File: config.mk
export PLATFORM = sky130hd
export DESIGN_NAME = spi_tx_arbiter
export DESIGN_NICKNAME = d
export VERILOG_FILES = /design/src/rtl/spi_tx_arbiter_pkg.sv /design/src/rtl/spi_tx_arbiter.sv
export SDC_FILE = /design/constraint.sdc
export NUM_CORES = 1
export LEC_CHECK = 0
export CAP_MARGIN = 15
export CORE_UTILIZATION = 40
export CTS_BUF_LIST = sky130_fd_sc_hd__clkbuf_4 sky130_fd_sc_hd__clkbuf_8 sky130_fd_sc_hd__clkbuf_16
export DETAILED_ROUTE_END_ITERATION = 8
export PLACE_DENSITY = 0.74
export SETUP_SLACK_MARGIN = 0.4
export SLEW_MARGIN = 20
export SYNTH_ARGS = -nofsm -noshare
export SYNTH_HDL_FRONTEND = slang
export SYNTH_SLANG_ARGS = --single-unit
File: constraint.sdc
create_clock -name SPI_Clk -period 1.9 [get_ports SPI_Clk]
set_input_delay 0.285 -clock SPI_Clk [delete_from_list [all_inputs] [get_ports SPI_Clk]]
set_output_delay 0.285 -clock SPI_Clk [all_outputs]
set_load 0.1 [all_outputs]
File: src/rtl/spi_tx_arbiter_pkg.sv
// Shared SPI transmit constants, state/owner encodings and the slot grant decision.
package spi_tx_arbiter_pkg;

  localparam int SPI_SDEPTH = 8;
  localparam int SPI_CWIDTH = 4;

  localparam logic [SPI_SDEPTH-1:0] SPI_IDLE_FILL = 8'hFF;

  localparam logic [1:0] ST_IDLE = 2'b00;
  localparam logic [1:0] ST_RSP  = 2'b01;
  localparam logic [1:0] ST_DAT  = 2'b10;

  localparam logic [1:0] OWN_IDLE = 2'b00;
  localparam logic [1:0] OWN_RSP  = 2'b01;
  localparam logic [1:0] OWN_DAT  = 2'b10;

  typedef struct packed {
    logic [1:0] nxt_state;
    logic       take_rsp;
    logic       take_dat;
    logic       underrun;
  } arb_dec_t;

  // Decision for one slot. fair_hit means RSP has used up its run while DAT waits.
  function automatic arb_dec_t arb_decide(input logic [1:0] state,
                                          input logic       rsp_v,
                                          input logic       rsp_l,
                                          input logic       dat_v,
                                          input logic       dat_l,
                                          input logic       fair_hit);
    arb_dec_t d;
    d           = '0;
    d.nxt_state = state;
    case (state)
      ST_IDLE: begin
        if (rsp_v && !(dat_v && fair_hit)) begin
          d.take_rsp  = 1'b1;
          d.nxt_state = rsp_l ? ST_IDLE : ST_RSP;
        end else if (dat_v) begin
          d.take_dat  = 1'b1;
          d.nxt_state = dat_l ? ST_IDLE : ST_DAT;
        end
      end
      ST_RSP: begin
        if (rsp_v) begin
          d.take_rsp  = 1'b1;
          d.nxt_state = rsp_l ? ST_IDLE : ST_RSP;
        end else begin
          d.underrun  = 1'b1;
        end
      end
      ST_DAT: begin
        if (dat_v) begin
          d.take_dat  = 1'b1;
          d.nxt_state = dat_l ? ST_IDLE : ST_DAT;
        end else begin
          d.underrun  = 1'b1;
        end
      end
      default: d.nxt_state = ST_IDLE;
    endcase
    return d;
  endfunction

endpackage

File: src/rtl/spi_tx_arbiter.sv
// Arbitrates response and data byte streams onto the shared SPI shift-out register,
// one byte per shifter slot, with packet-level ownership and a fairness cap for RSP.
module spi_tx_arbiter
  import spi_tx_arbiter_pkg::*;
#(
  parameter int SDEPTH   = SPI_SDEPTH,
  parameter int FAIR_MAX = 4
) (
  input  logic              SPI_Clk,
  input  logic              SPI_ResetN,
  input  logic              SPI_AlmostEmptyN,
  output logic              SPI_Data_RdyN,
  output logic [SDEPTH-1:0] SPI_Data_Out,
  input  logic              Rsp_Valid,
  input  logic              Rsp_Last,
  input  logic [SDEPTH-1:0] Rsp_Data,
  output logic              Rsp_Ack,
  input  logic              Dat_Valid,
  input  logic              Dat_Last,
  input  logic [SDEPTH-1:0] Dat_Data,
  output logic              Dat_Ack,
  output logic [1:0]        Tx_Owner,
  output logic              Tx_Underrun
);

  localparam logic [SDEPTH-1:0]     FILL     = SDEPTH'(SPI_IDLE_FILL);
  localparam logic [SPI_CWIDTH-1:0] FAIR_LIM = SPI_CWIDTH'(FAIR_MAX);

  logic [1:0]            state;
  logic [SPI_CWIDTH-1:0] fair_cnt;
  logic                  load_q;
  logic                  slot;
  arb_dec_t              dec;
  logic [SDEPTH-1:0]     nxt_byte;
  logic [SPI_CWIDTH-1:0] nxt_cnt;

  // A slot is taken only while no load is in flight, so a long low on
  // AlmostEmptyN cannot produce two back-to-back strobes.
  assign slot = !SPI_AlmostEmptyN && !load_q;

  always_comb begin
    dec      = arb_decide(state, Rsp_Valid, Rsp_Last, Dat_Valid, Dat_Last,
                          fair_cnt >= FAIR_LIM);
    nxt_byte = FILL;
    nxt_cnt  = fair_cnt;
    if (dec.take_rsp)      nxt_byte = Rsp_Data;
    else if (dec.take_dat) nxt_byte = Dat_Data;
    // Fairness only counts packet grants, which happen in IDLE.
    if (state == ST_IDLE) begin
      if (dec.take_dat)      nxt_cnt = '0;
      else if (dec.take_rsp) nxt_cnt = Dat_Valid ? fair_cnt + 1'b1 : '0;
    end
  end

  always_ff @(posedge SPI_Clk or negedge SPI_ResetN) begin
    if (!SPI_ResetN) begin
      state        <= ST_IDLE;
      fair_cnt     <= '0;
      load_q       <= 1'b0;
      SPI_Data_Out <= FILL;
      Rsp_Ack      <= 1'b0;
      Dat_Ack      <= 1'b0;
      Tx_Underrun  <= 1'b0;
    end else begin
      load_q      <= slot;
      Rsp_Ack     <= slot && dec.take_rsp;
      Dat_Ack     <= slot && dec.take_dat;
      Tx_Underrun <= slot && dec.underrun;
      if (slot) begin
        state        <= dec.nxt_state;
        fair_cnt     <= nxt_cnt;
        SPI_Data_Out <= nxt_byte;
      end
    end
  end

  assign SPI_Data_RdyN = !load_q;

  always_comb begin
    case (state)
      ST_RSP:  Tx_Owner = OWN_RSP;
      ST_DAT:  Tx_Owner = OWN_DAT;
      default: Tx_Owner = OWN_IDLE;
    endcase
  end

endmodule

==> results.sh, run 1 <==
export IMPL_status="finished clean"
export IMPL_ant_nets=0
export IMPL_ys_ff_latch=18
export IMPL_drt_iter0_drc=27
export IMPL_synth_cells=97
export IMPL_p_total_w=0.00194
export IMPL_synth_edf_count=0
export IMPL_cts_root_buffer="clkbuf_4"
export IMPL_antenna_diode_count=0
export IMPL_slew_violations=0
export IMPL_r2r_worst_path_cells=7
export IMPL_cp_start_kind="flip-flop"
export IMPL_cts_tree="done"
export IMPL_clkTransAtPathRegs_ns=0.10
export IMPL_worstPathMaxFanout=5
export IMPL_max_freq_mhz=657
export IMPL_finClkSkew_ns=0.00105
export IMPL_ys_flop_type="dfrtp_1"
export IMPL_relSlewSlack=0.773
export IMPL_drc=0
export IMPL_wl_per_cell_um=14.6
export IMPL_synth_area_leaders="dfrtp_1 26%, dfstp_2 22%, ha_1 7.8%, nor3_1 5.2%, o21ai_0 5.2%"
export IMPL_die_height_um=50.9
export IMPL_syn_area_per_cell_um2=9.87
export IMPL_area_growth_pct=71.9
export IMPL_setup_slack_ns=0.379
export IMPL_cp_required_ns=2.12
export IMPL_placementRows=17
export IMPL_syn_nets=126
export IMPL_clock_path_buffers=2
export IMPL_post_synth_top_area_cell="dfrtp_1"
export IMPL_synth_top_area_frac=0.261
export IMPL_die_x_um=50.9
export IMPL_arrival_ns=1.74
export IMPL_dr_pass1_iters=4
export IMPL_vias=920
export IMPL_leakage_nw=0.711
export IMPL_clock_latency_ns=0.29
export IMPL_track_usage=0.215
export IMPL_place_congestion=0.860
export IMPL_numPortBuffers=36
export IMPL_cap_violations=0
export IMPL_fin_setup_tns_ns=0
export IMPL_grt_pass1_wl_um=4080
export IMPL_setup_violations_final=0
export IMPL_htree_levels=1
export IMPL_cts_sink_count=18
export IMPL_synthesis_area_um2=957
export IMPL_ys_seq_area_frac=0.481
export IMPL_hold_violations=0
export IMPL_grt_pass1_vias=894
export IMPL_period_minus_slack_ns=1.52
export IMPL_grt_max_degree=19
export IMPL_irDropWorstVdd_uv=947
export IMPL_nNetsFinal=176
export IMPL_antenna_found_initial=0
export IMPL_worstSetupPathType="reg2reg"
export IMPL_rsz0062_at_grt="true"
export IMPL_gr_total_overflow=0
export IMPL_wirelength_um=2540
export IMPL_ys_warn_count=0
export IMPL_finalCoreUtilization=0.737
export IMPL_fp_dieArea_um2=2590
export IMPL_end_kind="flip-flop"
export IMPL_hp_class="in2async"
export IMPL_core_area_um2=2230
export IMPL_cts_hold_repair_buffers=0
export IMPL_ys_types=30
export IMPL_p_per_area_nw_per_um2=1180
export IMPL_synthArstFlopShare=1.00
export IMPL_place_inst=163
export IMPL_post_dp_hpwl_um=1820
export IMPL_vias_per_cell=5.29
export IMPL_layout_cells_non_filler=174
export IMPL_post_place_ws_ns=0.148
export IMPL_floorplan_initialDensity=0.429
export IMPL_finalCritPeriodShare=0.801
export IMPL_tightest_slew_ns=0.338
export IMPL_synth_top_cells_by_count="12 x nand2_1, 10 x dfrtp_1, 10 x nor3_1, 10 x o21ai_0"
export IMPL_yosysMostFrequentCell="nand2_1"
export IMPL_drive_above_1_share=0.404
export IMPL_cts_made_buffers=3
export IMPL_pin_count=37
[cell type report]
class                      count  area [um2]
clock buffer                   4        36.3
fill                         153         588
timing repair buffer          48         544
sequential                    18         463
multi-input combinational     70         542
tap                           28        35.0
inverter                       6        25.0
[sequential cells by signal (all words and copies together) (netlist names)]
name	count
Dat_Ack	1
Rsp_Ack	1
SPI_Data_Out	8
Tx_Underrun	1
fair_cnt	4
load_q	1
state	2
[metrics by stage]
stage               cell area (um2)  hold WS [ns]
finish                         1650         0.313
global route                   1650         0.331
CTS                            1590         0.316
detailed placement             1480         0.481
global placement               1480         0.472
floorplan                       988       -0.0106
[final timing paths]
| path | start | to | slack (ns) |
|---|---|---|---|
| setup reg to reg | state[1] | SPI_Data_Out[1] | 0.38 |
| hold reg to reg | SPI_Data_Out[0] | SPI_Data_Out[0] | 0.49 |
| max in group asynchronous | SPI_ResetN | SPI_Data_Out[6] | 1.33 |
| setup / recovery | state[1] | SPI_Data_Out[1] | 0.38 |
| min in group SPI_Clk | Rsp_Valid | fair_cnt[1] | 0.47 |
| hold / removal | SPI_ResetN | Dat_Ack | 0.31 |
[cells in the final DEF (no fill, tap or decap), types with 2 or more instances in the layout]
cell | Yosys | final
ha_4 | 0 | 4
nor2_1 | 6 | 5
dfstp_2 | 8 | 8
inv_1 | 5 | 3
buf_12 | 0 | 10
nand2_1 | 12 | 12
o21ai_0 | 10 | 4
clkdlybuf4s50_1 | 0 | 21
inv_2 | 1 | 2
clkbuf_4 | 0 | 3
ha_1 | 6 | 2
buf_4 | 1 | 14
dfrtp_2 | 0 | 2
dfrtp_1 | 10 | 8
nor3_2 | 0 | 4
nor3_1 | 10 | 6
o21ai_1 | 8 | 14
[timing repair]
action / 4_1_cts / 5_1_grt
cloned: 0 / 2
pin swaps: 1 / 2
gates resized for setup: 13 / 13
setup endpoints to repair: 14 / 13
buffers inserted: 3 / 2
[critical path, stage by stage (launching register included)]
cell and delay, ns:
dfrtp_2 0.46, buf_4 0.15, ha_4 0.17, o21a_1 0.21
o41ai_4 0.07, buf_4 0.21, nor3_2 0.04, o21ai_1 0.14
[kinds of logic (layout without fill, tap and decap cells)]
family / after synthesis / after routing / synth area share
buf+inv: 9 / 58 / 0.0562
fa+ha+maj: 6 / 6 / 0.0784
compound gates: 29 / 29 / 0.207
mux: 1 / 1 / 0.0118
flops: 18 / 18 / 0.481
simple gates: 34 / 34 / 0.166
[power by group]
| part | internal, W | switching, W | total (W) |
|---|---|---|---|
| sequential | 0.000482 | 0.0000769 | 0.000559 |
| clock | 0.000117 | 0.000115 | 0.000232 |
| combinational | 0.000460 | 0.000685 | 0.00114 |
| total | 0.00106 | 0.000876 | 0.00194 |
[layer usage]
layer	up-vias	GRT usage	wire [um]
li1	444	-	-
met1	434	0.261	1010
met2	38	0.373	1320
met3	4	0.0446	186
met4	0	0.0741	16
met5	-	0	0
Note: power is estimated with default switching activity, not from simulation.
==> inputs of run 2 (changes only) <==
==> constraint.sdc (replaced) <==
create_clock -name SPI_Clk -period 1.42 [get_ports SPI_Clk]
set_input_delay 0.213 -clock SPI_Clk [delete_from_list [all_inputs] [get_ports SPI_Clk]]
set_output_delay 0.213 -clock SPI_Clk [all_outputs]
set_load 0.1 [all_outputs]
==> run 2 against run 1 <==
  * The run now ends with negative setup slack left
  * Die area is the same
  * Sequential power up 35%
  * Critical endpoint is now SPI_Data_Out[3]
  * Count of clock-buffer cells in the layout unchanged
  * Hold slack got worse by 0.054 ns
  * Largest cell class unchanged
  * Total power up 57%
  * Via count is 15% higher
  * Cell area is 21% higher
  * Critical path depth unchanged
  * Global-route usage up 3.3 points
==> results.sh, run 2 (synthesis gave the netlist of run 1 again) <==
export IMPL_status="finished, violations left"
export IMPL_violations="negative setup slack"
export IMPL_r2r_start="state[0]"
export IMPL_final_common_cell="clkdlybuf4s50_1"
export IMPL_arrival_ns=1.83
export IMPL_wl_per_cell_um=18.6
export IMPL_cts_root_buffer="clkbuf_4"
export IMPL_nFillCells=98
export IMPL_post_place_ws_ns=-0.219
export IMPL_largest_reg_flops=8
export IMPL_placementRows=17
export IMPL_track_usage=0.248
export IMPL_period_minus_slack_ns=1.62
export IMPL_drt_iter0_drc=32
export IMPL_worst_path_largest_cell_delay_ns=0.42
export IMPL_hold_violations=0
export IMPL_power_frac_clock=0.094
export IMPL_seq_power_share=0.247
export IMPL_path_depth=7
export IMPL_slew_violations=0
export IMPL_seqCellArea_um2=473
export IMPL_finalCritPeriodShare=1.14
export IMPL_tightest_slew_ns=0.342
export IMPL_finClkSkew_ns=0.00450
export IMPL_leakage_nw=0.828
export IMPL_drc=0
export IMPL_antenna_found_initial=0
export IMPL_p_total_w=0.00304
export IMPL_end_kind="flip-flop"
export IMPL_antenna_diode_count=0
export IMPL_pin_count=37
export IMPL_grt_pass1_vias=1025
export IMPL_power_internal_w=0.00168
export IMPL_critPathSlowestCell="dfrtp_1"
export IMPL_r2r_worst_path_cells=7
export IMPL_clock_path_buffers=2
export IMPL_die_height_um=50.9
export IMPL_place_congestion=0.841
export IMPL_r2r_slack_ns=-0.20
export IMPL_max_freq_mhz=617
export IMPL_ant_nets=0
export IMPL_layout_cells_non_filler=193
export IMPL_wirelength_um=3580
export IMPL_area_growth_pct=107
export IMPL_p_sw_w=0.00137
export IMPL_dr_pass1_iters=4
export IMPL_vias_per_cell=5.49
export IMPL_post_dp_hpwl_um=2260
export IMPL_cts_made_buffers=3
export IMPL_vias=1059
export IMPL_final_cell_mix="22 x clkdlybuf4s50_1, 19 x buf_4, 15 x buf_12"
export IMPL_cts_hold_repair_buffers=0
export IMPL_grt_pass1_wl_um=4690
export IMPL_cts_sink_count=18
export IMPL_swShare=0.449
export IMPL_rsz0062_at_grt="true"
export IMPL_path_cells="buf_6 > ha_4 > nand2b_4 > o221ai_4 > buf_6 > o21ai_1 > o21ai_1"
export IMPL_reg_largest_list="SPI_Data_Out (8), fair_cnt (4), state (2)"
export IMPL_cp_start_kind="flip-flop"
export IMPL_worstSetupPathType="reg2reg"
export IMPL_numPortBuffers=36
export IMPL_die_x_um=50.9
export IMPL_timing_rr_end="SPI_Data_Out[3]"
export IMPL_multi_input_area_um2=644
export IMPL_nNetsFinal=195
export IMPL_drive_above_1_share=0.570
export IMPL_gr_total_overflow=0
export IMPL_startpoint="state[0]"
export IMPL_cts_tree="done"
export IMPL_floorplan_initialDensity=0.429
export IMPL_p_comb_frac=0.660
export IMPL_clock_latency_ns=0.29
export IMPL_p_per_area_nw_per_um2=1530
export IMPL_cp_num_buf_inv=2
export IMPL_irDropWorstVdd_uv=1230
export IMPL_setup_slack_ns=-0.201
export IMPL_cp_required_ns=1.63
export IMPL_hp_class="in2async"
export IMPL_clkTransAtPathRegs_ns=0.10
export IMPL_crit_family="compound AO/OA/AOI/OAI gates"
export IMPL_relSlewSlack=0.772
export IMPL_core_area_um2=2230
export IMPL_fp_dieArea_um2=2590
export IMPL_worstPathMaxFanout=6
export IMPL_htree_levels=1
export IMPL_grt_max_degree=19
export IMPL_setup_violations_final=14
export IMPL_place_inst=182
export IMPL_cap_violations=0
export IMPL_regMostFlops="SPI_Data_Out"
-- run 2: cell count changes in the layout (fill, tap and decap cells not counted), moves of 3 or more --
| cell | before | now |
|---|---|---|
| nor2_1 | 5 | 2 |
| buf_4 | 14 | 19 |
| o21ai_2 | 0 | 3 |
| buf_6 | 1 | 10 |
| buf_12 | 10 | 15 |
| o21ai_1 | 14 | 11 |
-- run 2: cell type report --
class                           count  area share
Inverter                            6      0.0132
Timing Repair Buffer               66       0.391
Sequential cell                    18       0.238
Clock buffer                        4      0.0151
Tap cell                           28      0.0177
Multi-Input combinational cell     71       0.325
-- run 2: routing by layer --
layer	part of all wire	wire, um	track usage
met4	0.019	68	0.0926
met3	0.054	192	0.0417
met1	0.40	1430	0.273
met5	0	0	0
met2	0.53	1890	0.467
-- run 2: how the worst max path moves through the flow --
stage / endpoint
2_1_floorplan: SPI_Data_Out[2]
3_3_place_gp: SPI_Data_Out[3]
3_5_place_dp: SPI_Data_Out[5]
4_1_cts: Tx_Owner[0]
5_1_grt: SPI_Data_Out[3]
6_report: SPI_Data_Out[3]
-- run 2: per-stage QoR --
stage | instance area (um2) | utilization | hold WS (ns) | setup TNS, ns
finish | 1980 | 0.889 | 0.259 | -1.48
global route | 1980 | 0.889 | 0.263 | -2.26
CTS | 1770 | 0.793 | 0.253 | -1.29
detailed placement | 1710 | 0.766 | 0.488 | -2.29
global placement | 1710 | 0.766 | 0.474 | -1.77
floorplan | 1030 | - | -0.0826 | -1.38
-- run 2: power groups by stage --
stage / logic [W] / clock network (W) / registers (W)
floorplan: 0.000541 / 0 / 0.00113
global placement: 0.00155 / 0 / 0.000741
detailed placement: 0.00159 / 0 / 0.000750
CTS: 0.00163 / 0.000293 / 0.000741
global route: 0.00208 / 0.000299 / 0.000763
finish: 0.00201 / 0.000285 / 0.000752
-- run 2: timing repair --
item	CTS	global route
gates cloned	1	2
setup buffers	0	4
pin swaps	0	6
setup endpoints to repair	31	32
gates resized for setup	8	37
endpoints found under the hold margin	0	0
-- run 2: worst reg2reg max path: cells and delay by family (launching register included) --
family | cells | cell delay (ns)
AO/OA/AOI/OAI | 3 | 0.46
adder cells (fa/ha/maj) | 1 | 0.18
buffers and inverters | 2 | 0.30
flip-flops | 1 | 0.42
AND/OR/NAND/NOR | 1 | 0.18
==> inputs of run 3 (changes only) <==
--- a/config.mk
+++ b/config.mk
@@ -6,10 +6,10 @@
 export NUM_CORES = 1
 export LEC_CHECK = 0
 export CAP_MARGIN = 15
-export CORE_UTILIZATION = 40
+export CORE_UTILIZATION = 42
 export CTS_BUF_LIST = sky130_fd_sc_hd__clkbuf_4 sky130_fd_sc_hd__clkbuf_8 sky130_fd_sc_hd__clkbuf_16
 export DETAILED_ROUTE_END_ITERATION = 8
-export PLACE_DENSITY = 0.74
+export PLACE_DENSITY = 0.77
 export SETUP_SLACK_MARGIN = 0.4
 export SLEW_MARGIN = 20
 export SYNTH_ARGS = -nofsm -noshare
==> run 3 against run 2 <==
  * The flow now stops in global routing (5_1_grt)
  * Synthesized cell count did not move
  * Synthesized area did not move
==> results.sh, run 3 <==
export IMPL_synthArstFlopShare=1.00
export IMPL_die_height_um=49.7
export IMPL_cts_made_buffers=3
export IMPL_synth_cells=97
export IMPL_ys_ff_latch=18
export IMPL_die_x_um=49.7
export IMPL_numPortBuffers=36
export IMPL_post_dp_hpwl_um=1960
export IMPL_yosysMostFrequentCell="nand2_1"
export IMPL_stop_error="[ERROR DPL-0033] detailed placement checks failed during check placement."
export IMPL_synth_edf_count=0
export IMPL_grt_max_degree=19
export IMPL_antenna_found_initial=0
export IMPL_syn_area_per_cell_um2=9.87
export IMPL_placementRows=16
export IMPL_synth_area_leaders="dfrtp_1 26%, dfstp_2 22%, ha_1 7.8%, nor3_1 5.2%, o21ai_0 5.2%"
export IMPL_clock_path_buffers=2
export IMPL_htree_levels=1
export IMPL_worstEndpointType="register input"
export IMPL_pin_count=37
export IMPL_syn_nets=126
export IMPL_status="aborted with a tool error"
export IMPL_ys_seq_area_frac=0.481
export IMPL_postGrtWorstEndpoint="SPI_Data_Out[5]$_DFFE_PN1P_/D"
export IMPL_synth_top_area_frac=0.261
export IMPL_ys_warn_count=0
export IMPL_floorplan_initialDensity=0.469
export IMPL_post_place_ws_ns=-0.279
export IMPL_failed_stage="global routing (5_1_grt)"
export IMPL_synth_top_cells_by_count="12 x nand2_1, 10 x dfrtp_1, 10 x nor3_1, 10 x o21ai_0"
export IMPL_place_congestion=0.840
export IMPL_post_synth_top_area_cell="dfrtp_1"
export IMPL_cts_root_buffer="clkbuf_4"
export IMPL_cts_sink_count=18
export IMPL_synthesis_area_um2=957
export IMPL_ys_types=30
export IMPL_ys_flop_type="dfrtp_1"
## run 3: cell counts after synthesis
No cell type changed its count.
## run 3: cell families after synthesis
family / Yosys count / synth area share
fa+ha+maj: 6 / 0.0784
compound gates: 29 / 0.207
buf+inv: 9 / 0.0562
mux: 1 / 0.0118
simple gates: 34 / 0.166
flops: 18 / 0.481
## run 3: through the flow
step / setup TNS, ns / hold slack [ns] / instances / cell area [um2] / util
floorplan: -1.38 / -0.0826 / 97 / 1030 / -
global placement: -2.36 / 0.473 / 171 / 1630 / 0.800
detailed placement: -2.84 / 0.480 / 171 / 1630 / 0.800
CTS: -0.426 / 0.244 / 181 / 1860 / 0.911
## run 3: repair_timing
action | in CTS
setup buffers | 5
hold buffers | 0
setup endpoints to repair | 32
gates cloned | 1
resized for setup | 37
pin swaps | 10
==> inputs of run 4 (changes only) <==
--- a/config.mk
+++ b/config.mk
@@ -6,11 +6,10 @@
 export NUM_CORES = 1
 export LEC_CHECK = 0
 export CAP_MARGIN = 15
-export CORE_UTILIZATION = 42
-export CTS_BUF_LIST = sky130_fd_sc_hd__clkbuf_4 sky130_fd_sc_hd__clkbuf_8 sky130_fd_sc_hd__clkbuf_16
+export CORE_AREA = 2 2 63 65
 export DETAILED_ROUTE_END_ITERATION = 8
-export PLACE_DENSITY = 0.77
-export SETUP_SLACK_MARGIN = 0.4
+export DIE_AREA = 0 0 65 67
+export PLACE_DENSITY_LB_ADDON = 0.15
 export SLEW_MARGIN = 20
 export SYNTH_ARGS = -nofsm -noshare
 export SYNTH_HDL_FRONTEND = slang
==> run 4 against run 3 <==
  * The flow now finishes, with violations (negative setup slack)
==> results.sh, run 4 (synthesis gave the netlist of run 1 again) <==
export IMPL_status="finished, violations left"
export IMPL_violations="negative setup slack"
export IMPL_antenna_diode_count=0
export IMPL_rsz0062_at_grt="true"
export IMPL_finClkSkew_ns=0.00243
export IMPL_fin_setup_tns_ns=-0.540
export IMPL_numPortBuffers=36
export IMPL_cts_root_buffer="clkbuf_8"
export IMPL_track_usage=0.131
export IMPL_end_kind="output port"
export IMPL_wirelength_um=2690
export IMPL_max_freq_mhz=670
export IMPL_cts_made_buffers=3
export IMPL_period_minus_slack_ns=1.49
export IMPL_clock_latency_ns=0.25
export IMPL_cp_start_kind="flip-flop"
export IMPL_r2r_worst_path_cells=8
export IMPL_tightest_slew_ns=0.305
export IMPL_die_height_um=67
export IMPL_arrival_ns=1.28
export IMPL_gr_total_overflow=0
export IMPL_relSlewSlack=0.795
export IMPL_nNetsFinal=186
export IMPL_setup_slack_ns=-0.0730
export IMPL_floorplan_initialDensity=0.265
export IMPL_cp_required_ns=1.21
export IMPL_r2r_slack_ns=-0.07
export IMPL_core_area_um2=3610
export IMPL_final_common_cell="clkdlybuf4s50_1"
export IMPL_placed_area_um2=1680
export IMPL_drc=0
export IMPL_finalCritPeriodShare=1.05
export IMPL_hp_class="in2async"
export IMPL_timing_rr_end="SPI_Data_Out[5]"
export IMPL_fp_dieArea_um2=4360
export IMPL_antenna_found_initial=0
export IMPL_ant_nets=0
export IMPL_clkTransAtPathRegs_ns=0.07
export IMPL_cts_sink_count=18
export IMPL_clock_path_buffers=2
export IMPL_pin_count=37
export IMPL_reg_largest_list="SPI_Data_Out (8), fair_cnt (4), state (2)"
export IMPL_setup_violations_final=11
export IMPL_drt_iter0_drc=23
export IMPL_grt_pass1_vias=950
export IMPL_vias=920
export IMPL_cts_hold_repair_buffers=0
export IMPL_dr_pass1_iters=3
export IMPL_htree_levels=1
export IMPL_largest_reg_flops=8
export IMPL_wl_per_cell_um=13.2
export IMPL_grt_max_degree=19
export IMPL_final_cell_mix="22 x clkdlybuf4s50_1, 17 x buf_4, 14 x buf_12"
export IMPL_post_dp_hpwl_um=2050
export IMPL_slew_violations=0
export IMPL_irDropWorstVdd_uv=620
export IMPL_hold_violations=0
export IMPL_placementRows=22
export IMPL_vias_per_cell=4.51
export IMPL_area_growth_pct=91.8
export IMPL_worstSetupPathType="reg2out"
export IMPL_cap_violations=0
export IMPL_worstPathMaxFanout=6
export IMPL_finish_instance_area_um2=1840
export IMPL_r2r_start="state[1]"
export IMPL_place_congestion=0.799
export IMPL_leakage_nw=0.783
export IMPL_grt_pass1_wl_um=4430
export IMPL_regMostFlops="SPI_Data_Out"
export IMPL_cts_tree="done"
export IMPL_p_per_area_nw_per_um2=1540
export IMPL_drive_above_1_share=0.442
export IMPL_die_x_um=65
==> run 4: worst max-delay path by stage <==
stage                           startpoint              end  slack [ns]  cells past startpoint
after global routing              state[1]  SPI_Data_Out[1]       -0.17                      8
after global placement    SPI_AlmostEmptyN         state[1]       -0.15                      6
after CTS                         state[1]  SPI_Data_Out[0]       -0.08                      7
final                             state[1]      Tx_Owner[0]       -0.07                      5
after detailed placement         Dat_Valid  SPI_Data_Out[3]       -0.16                      6
after floorplan                   state[1]  SPI_Data_Out[2]       -0.14                      7
==> run 4: worst max-delay path: stages, from the launching register on <==
cell	delay [ns]
dfrtp_1	0.41
inv_2	0.09
buf_6	0.10
ha_4	0.15
buf_4	0.12
buf_12	0.16
==> run 4: per-layer routing <==
metal | vias up | part of all wire | track usage
met1 | 436 | 0.42 | 0.165
met5 | - | 0 | 0
met2 | 16 | 0.53 | 0.235
met3 | 4 | 0.037 | 0.0101
li1 | 464 | - | -
met4 | 0 | 0.013 | 0.0479
==> run 4: area by class of cell <==
class | count | area (um2)
multi-input cells | 71 | 564
flip-flops and latches | 18 | 460
repair buffers | 57 | 673
clock buffers | 4 | 55.1
inverters | 6 | 22.5
well taps | 48 | 60.1
fillers | 333 | 1770
==> run 4: timing repair <==
action,CTS,global route
endpoints found under the setup margin,14,16
pin swaps,2,1
gates resized for setup,8,11
buffers inserted,1,1
cloned,1,0
==> run 4: where the power goes <==
part / total (W) / leakage (nW) / internal, W / switching [W]
Sequential: 0.000727 / 0.219 / 0.000643 / 0.0000846
Combinational: 0.00169 / 0.535 / 0.000733 / 0.000956
Clock: 0.000415 / 0.0288 / 0.000246 / 0.000169
==> run 4: metrics by stage <==
stage                     hold slack, ns  instances  utilization  worst slack [ns]  power [W]
final                              0.297        204        0.509           -0.0730    0.00283
after global routing               0.322        204        0.509            -0.174    0.00298
after CTS                          0.305        203        0.494           -0.0796    0.00278
after detailed placement           0.477        197        0.466            -0.161    0.00229
after global placement             0.472        197        0.466            -0.148    0.00227
after floorplan                  -0.0826         97            -            -0.142    0.00166
